`config.mk`:
```
export PLATFORM = sky130hd
export DESIGN_NAME = sobel_stream_pipe
export DESIGN_NICKNAME = d
export VERILOG_FILES = /design/src/rtl/sobel_stream_pipe.sv
export SDC_FILE = /design/constraint.sdc
export NUM_CORES = 2
export LEC_CHECK = 0
export BUFFER_PORTS_ARGS = -buffer_cell sky130_fd_sc_hd__buf_2
export CAP_MARGIN = 20
export CORE_AREA = 2 2 759 534
export DETAILED_ROUTE_END_ITERATION = 7
export DIE_AREA = 0 0 761 536
export PLACE_DENSITY_LB_ADDON = 0.25
export SYNTH_ARGS = -nofsm -noshare
export SYNTH_HDL_FRONTEND = slang
export SYNTH_MEMORY_MAX_BITS = 65536
export SYNTH_SLANG_ARGS = --single-unit
export TNS_END_PERCENT = 30
```
`constraint.sdc`:
```
create_clock -name clk -period 18.6 [get_ports clk]
set_input_delay 1.86 -clock clk [delete_from_list [all_inputs] [get_ports clk]]
set_output_delay 1.86 -clock clk [all_outputs]
set_load 0.005 [all_outputs]
```
`src/rtl/sobel_stream_pipe.sv`:
```
// Streaming 3x3 Sobel edge stage: two line buffers, |Gx|+|Gy|, shift and saturate, valid/sof/eol framing.
// Define EDGE_THRESH_EN to binarise the output against thresh (default build passes the saturated magnitude).
module sobel_stream_pipe #(
    parameter int unsigned DW    = 8,
    parameter int unsigned IMG_W = 256,
    parameter int unsigned IMG_H = 256,
    parameter int unsigned SHIFT = 3
) (
    input  logic          clk,
    input  logic          rst,
    input  logic          in_valid,
    input  logic          in_sof,
    input  logic [DW-1:0] in_data,
    input  logic [DW-1:0] thresh,
    output logic          out_valid,
    output logic          out_sof,
    output logic          out_eol,
    output logic [DW-1:0] out_data,
    output logic          frame_err
);

    localparam int unsigned CW = $clog2(IMG_W);
    localparam int unsigned RW = $clog2(IMG_H);
    localparam int unsigned GW = DW + 3;
    localparam int unsigned MW = DW + 4;
    localparam logic [CW-1:0] COL_LAST = CW'(IMG_W - 1);
    localparam logic [RW-1:0] ROW_LAST = RW'(IMG_H - 1);

    typedef enum logic {
        IDLE = 1'b0,
        RUN  = 1'b1
    } state_t;

    state_t        state_q, state_d;
    logic [CW-1:0] col_q, col_d, pcol_c;
    logic [RW-1:0] row_q, row_d, prow_c;
    logic          err_d, acc_c;

    // Frame tracking: decides acceptance and the (row, col) of the accepted pixel
    always_comb begin
        state_d = state_q;
        col_d   = col_q;
        row_d   = row_q;
        err_d   = frame_err;
        acc_c   = 1'b0;
        pcol_c  = col_q;
        prow_c  = row_q;
        if (in_valid) begin
            if (in_sof) begin
                acc_c  = 1'b1;
                pcol_c = '0;
                prow_c = '0;
                err_d  = (state_q == RUN);
            end else if (state_q == RUN) begin
                acc_c = 1'b1;
            end else begin
                err_d = 1'b1;
            end
        end
        if (acc_c) begin
            state_d = RUN;
            if (pcol_c == COL_LAST) begin
                col_d = '0;
                if (prow_c == ROW_LAST) begin
                    row_d   = '0;
                    state_d = IDLE;
                end else begin
                    row_d = prow_c + RW'(1);
                end
            end else begin
                col_d = pcol_c + CW'(1);
                row_d = prow_c;
            end
        end
    end

    always_ff @(posedge clk or negedge rst) begin
        if (!rst) begin
            state_q   <= IDLE;
            col_q     <= '0;
            row_q     <= '0;
            frame_err <= 1'b0;
        end else begin
            state_q   <= state_d;
            col_q     <= col_d;
            row_q     <= row_d;
            frame_err <= err_d;
        end
    end

    // Accepted-pixel capture with precomputed window tags
    logic          q_v, q_win, q_sof, q_eol;
    logic [DW-1:0] q_pix;
    logic [CW-1:0] q_col;

    always_ff @(posedge clk or negedge rst) begin
        if (!rst) begin
            q_v   <= 1'b0;
            q_win <= 1'b0;
            q_sof <= 1'b0;
            q_eol <= 1'b0;
            q_pix <= '0;
            q_col <= '0;
        end else begin
            q_v <= acc_c;
            if (acc_c) begin
                q_pix <= in_data;
                q_col <= pcol_c;
                q_win <= (prow_c >= RW'(2)) && (pcol_c >= CW'(2));
                q_sof <= (prow_c == RW'(2)) && (pcol_c == CW'(2));
                q_eol <= (pcol_c == COL_LAST);
            end
        end
    end

    // S1: line buffers (row-1 in lb1, row-2 in lb2) and the 3x3 window, shifted per pixel
    logic [DW-1:0] lb1 [IMG_W];
    logic [DW-1:0] lb2 [IMG_W];
    logic [DW-1:0] win [3][3];

    always_ff @(posedge clk) begin
        if (q_v) begin
            lb1[q_col] <= q_pix;
            lb2[q_col] <= lb1[q_col];
            for (int i = 0; i < 3; i++) begin
                win[i][0] <= win[i][1];
                win[i][1] <= win[i][2];
            end
            win[0][2] <= lb2[q_col];
            win[1][2] <= lb1[q_col];
            win[2][2] <= q_pix;
        end
    end

    // S2: Gx/Gy as differences of weighted column/row sums
    logic [GW-1:0]        xp_c, xn_c, yp_c, yn_c;
    logic signed [GW-1:0] gx_q, gy_q;

    always_comb begin
        xp_c = GW'(win[0][2]) + GW'(win[1][2]) + GW'(win[1][2]) + GW'(win[2][2]);
        xn_c = GW'(win[0][0]) + GW'(win[1][0]) + GW'(win[1][0]) + GW'(win[2][0]);
        yp_c = GW'(win[2][0]) + GW'(win[2][1]) + GW'(win[2][1]) + GW'(win[2][2]);
        yn_c = GW'(win[0][0]) + GW'(win[0][1]) + GW'(win[0][1]) + GW'(win[0][2]);
    end

    always_ff @(posedge clk) begin
        gx_q <= $signed(xp_c - xn_c);
        gy_q <= $signed(yp_c - yn_c);
    end

    // S3: magnitude
    logic [GW-1:0] ax_c, ay_c;
    logic [MW-1:0] mag_q;

    always_comb begin
        ax_c = gx_q[GW-1] ? GW'(-gx_q) : GW'(gx_q);
        ay_c = gy_q[GW-1] ? GW'(-gy_q) : GW'(gy_q);
    end

    always_ff @(posedge clk) begin
        mag_q <= MW'(ax_c) + MW'(ay_c);
    end

    // S4: scale, saturate, optional binarisation
    logic [MW-1:0] m_c;
    logic [DW-1:0] sat_c, res_c;

    always_comb begin
        m_c   = mag_q >> SHIFT;
        sat_c = (|m_c[MW-1:DW]) ? {DW{1'b1}} : m_c[DW-1:0];
`ifdef EDGE_THRESH_EN
        res_c = (sat_c >= thresh) ? {DW{1'b1}} : {DW{1'b0}};
`else
        res_c = sat_c;
`endif
    end

`ifndef EDGE_THRESH_EN
    logic unused_thresh;
    assign unused_thresh = ^thresh;
`endif

    // Valid/framing tags travel alongside the datapath, one register per stage
    logic v1, s1, e1, v2, s2, e2, v3, s3, e3;

    always_ff @(posedge clk or negedge rst) begin
        if (!rst) begin
            v1        <= 1'b0;
            s1        <= 1'b0;
            e1        <= 1'b0;
            v2        <= 1'b0;
            s2        <= 1'b0;
            e2        <= 1'b0;
            v3        <= 1'b0;
            s3        <= 1'b0;
            e3        <= 1'b0;
            out_valid <= 1'b0;
            out_sof   <= 1'b0;
            out_eol   <= 1'b0;
            out_data  <= '0;
        end else begin
            v1        <= q_v & q_win;
            s1        <= q_v & q_sof;
            e1        <= q_v & q_win & q_eol;
            v2        <= v1;
            s2        <= s1;
            e2        <= e1;
            v3        <= v2;
            s3        <= s2;
            e3        <= e2;
            out_valid <= v3;
            out_sof   <= s3;
            out_eol   <= e3;
            if (v3) begin
                out_data <= res_c;
            end
        end
    end

endmodule

```
==> results.toml <==
[yosys]
synthAdderAreaFrac = 0.0111
synth_top_flop_cell = "edfxtp_1"
async_flop_share = 0.0136
syn-num-nets = 7506
synthMuxAreaShare = 0.141
syn_area_sq_um = 164000
synth-edff-count = 4168
synth-compound-area-share = 0.0386
avgSynthCellArea_sq_um = 22.2
synth_xor_area_frac = 0.00219
ys_types = 53
ys_seq_area_frac = 0.778
yosysWarnings = 0
synth-simple-area-share = 0.0135
syn-instance-count = 7378
ys_seq_elements = 4257
synth_top_family_by_area = "multiplexers"

[worst_hold_path]
hp-class = "register to register"
whs_endpoint = "v3"
hold_path_depth = 0
hold_start = "v2"

[power_and_ir_drop]
p_sw_w = 0.00606
p_leak_nw = 57.2
power.total_w = 0.0230
power_density_nw_per_um2 = 125
ir_worst_vdd_mv = 0.126
clkPwrFrac = 0.345
pwr-share-seq = 0.493
pwr-share-comb = 0.162
intPower_w = 0.0169
switching_share = 0.264

[global_routing]
grt_first_pass_wirelength_um = 580000
grt_pass1_vias = 78100
grt_max_degree = 226
grt_remaining_overflow = 0
grt_usage = 0.197
antenna_found_initial = 17

[status]
status = "complete, no violations"

[route]
wl_per_cell_um = 30.6
route.detailed.drc = 0
drt-initial-drc-count = 9390
firstDrtPassIters = 6
viasPerCell = 5.85
routed_wirelength_um = 409000
ant_nets = 0
vias = 78300

[layout]
mostFrequentLayoutCells = "edfxtp_1, mux4_2, clkbuf_16"
nNetsFinal = 7881
drive_gt1_frac = 0.260
final_common_cell = "edfxtp_1"
syn2layout_area_growth_pct = 12.8

[timing]
rsz0062_at_grt = "false"
final.min_clock_period_ps = 8010
setup_viol = 0
fin_worst_skew_ps = 51.7
maxSlewHeadroom = 0.0707
max_slew.worst_pin.slew_ps = 1380
finalHoldViolCount = 0
drv_slew = 0
fmax_ghz = 0.125
period_share = 0.431
fin_setup_tns_ps = 0

[cts]
cts.reportedPaths.clkPinSlew_ps = 70
post_cts_buffers = 0
cts_tree = "yes"
hold_buffers = 0
clock_tree.buffer_depth = 4
cts-buffers-inserted = 387
cts_root_buf = "clkbuf_16"
cts_sinks = 4257
htreeDepth = 5
insertion_delay_ps = 950
cts_resized = 0

[place]
routabilityCongestion = 0.801
portBuffers = 23
dp_hpwl_um = 233000

[job]
cap_viol_max_count = 0

[critical_path]
crit_path_start_kind = "register"
crit_path_end_kind = "register"
worstSetupStartpoint = "q_col[0]"
crit_path_max_fanout = 87
critPathKind = "register to register"
worst_ep_arrival_time_ps = 8490
reg2reg_setup_slack_ps = 10590
r2r-end = "lb2[140][1]"
r2r_start = "q_col[0]"
worst_r2r_path_depth = 13
cp_data_required_time_ps = 19080

[die]
pin_count = 32
initial_core_util = 0.408
num_rows = 195
design.core.area_sq_um = 401000
chipWidth_um = 761
die_area_sq_um = 408000
fp.dieH_um = 536
==> cells in the mapped netlist (8+ instances only) <==
library cell / instances / share of area
nand3_1: 20 / 0.00061
xnor2_1: 32 / 0.0017
o22ai_1: 53 / 0.0020
a21oi_1: 136 / 0.0042
buf_6: 38 / 0.0026
buf_4: 27 / 0.0012
buf_2: 77 / 0.0024
a22oi_1: 209 / 0.0096
inv_1: 134 / 0.0031
o21ai_0: 39 / 0.0012
nor2_1: 327 / 0.0075
mux4_2: 1024 / 0.14
o221ai_1: 32 / 0.0017
fa_1: 62 / 0.0076
nand2_1: 105 / 0.0024
dfrtp_1: 58 / 0.0089
xor2_1: 9 / 0.00048
clkbuf_1: 240 / 0.0055
a221oi_1: 160 / 0.0086
dfxtp_1: 31 / 0.0038
edfxtp_1: 4168 / 0.77
nor3_1: 28 / 0.00086
a22o_1: 160 / 0.0086
buf_1: 50 / 0.0011
o211ai_1: 16 / 0.00073
nand2b_1: 8 / 0.00031
ha_1: 46 / 0.0035
==> state kept, by name (all words and copies together), names as in the netlist, 8 cells and up <==
signal,flops
out_data,8
gx_q,11
lb2,2048
gy_q,11
lb1,2048
win,72
row_q,8
col_q,8
q_col,8
q_pix,8
mag_q,9
==> through the flow <==
step	cells	setup WS, ps	utilization	instance area (sq um)	hold slack [ps]
after global placement	12600	10470	0.427	172000	336
after global routing	13400	10130	0.460	184000	358
final	13400	10590	0.460	184000	348
after detailed placement	12700	10580	0.428	172000	336
after CTS	13400	10580	0.459	184000	350
after floorplan	7378	8550	-	164000	331
==> how the worst max path moves through the flow <==
stage / cells after the start / slack, ps / endpoint
CTS: 13 / 10580 / lb2[140][1]
floorplan: 10 / 8550 / lb2[0][4]
global placement: 13 / 10470 / lb2[34][6]
finish: 13 / 10590 / lb2[140][1]
global route: 13 / 10130 / lb2[140][1]
detailed placement: 13 / 10580 / lb2[207][1]
==> worst max-delay path, stage by stage, from the launching register on <==
cell      delay [ps]
dfrtp_4          940
buf_12           530
buf_4            700
buf_4            600
buf_4            640
mux4_2           580
a22oi_1          330
a21oi_1          170
nor2_1           300
o221ai_1         530
a22oi_1          590
o211ai_1         200
buf_4            420
buf_4            500
==> power groups by stage <==
stage,Combinational (W),Clock (W),Sequential [W]
final,0.00371,0.00794,0.0113
after floorplan,0.00225,0,0.0118
after global routing,0.00401,0.00846,0.0113
after detailed placement,0.00371,0,0.0115
after global placement,0.00366,0,0.0115
after CTS,0.00372,0.00808,0.0113
==> metal layers <==
metal  vias to the layer above  global-route usage  share of wire  wire (um)
li1                      32000                   -              -          -
met1                     42400               0.296           0.43     178000
met2                      3378               0.292           0.44     182000
met3                       525              0.0507           0.10      40800
met4                         6              0.0419          0.021       8600
met5                         -             0.00302        0.00087        357
==> cell type report <==
type	instances	area [sq um]
fillers	32800	217000
flip-flops and latches	4257	127000
multi-input cells	2555	34000
clock buffers	459	10100
well taps	5319	6660
repair buffers	418	3590
clock inverters	239	2250
inverters	134	503
diodes	7	17.5
==> cells by family after synthesis <==
| family | after synthesis |
|---|---|
| xor+xnor | 41 |
| flops | 4257 |
| buf+inv | 566 |
| fa+ha+maj | 108 |
| simple gates | 533 |
| mux | 1024 |
| compound gates | 849 |
No activity file was read; power rests on OpenSTA's default activity.
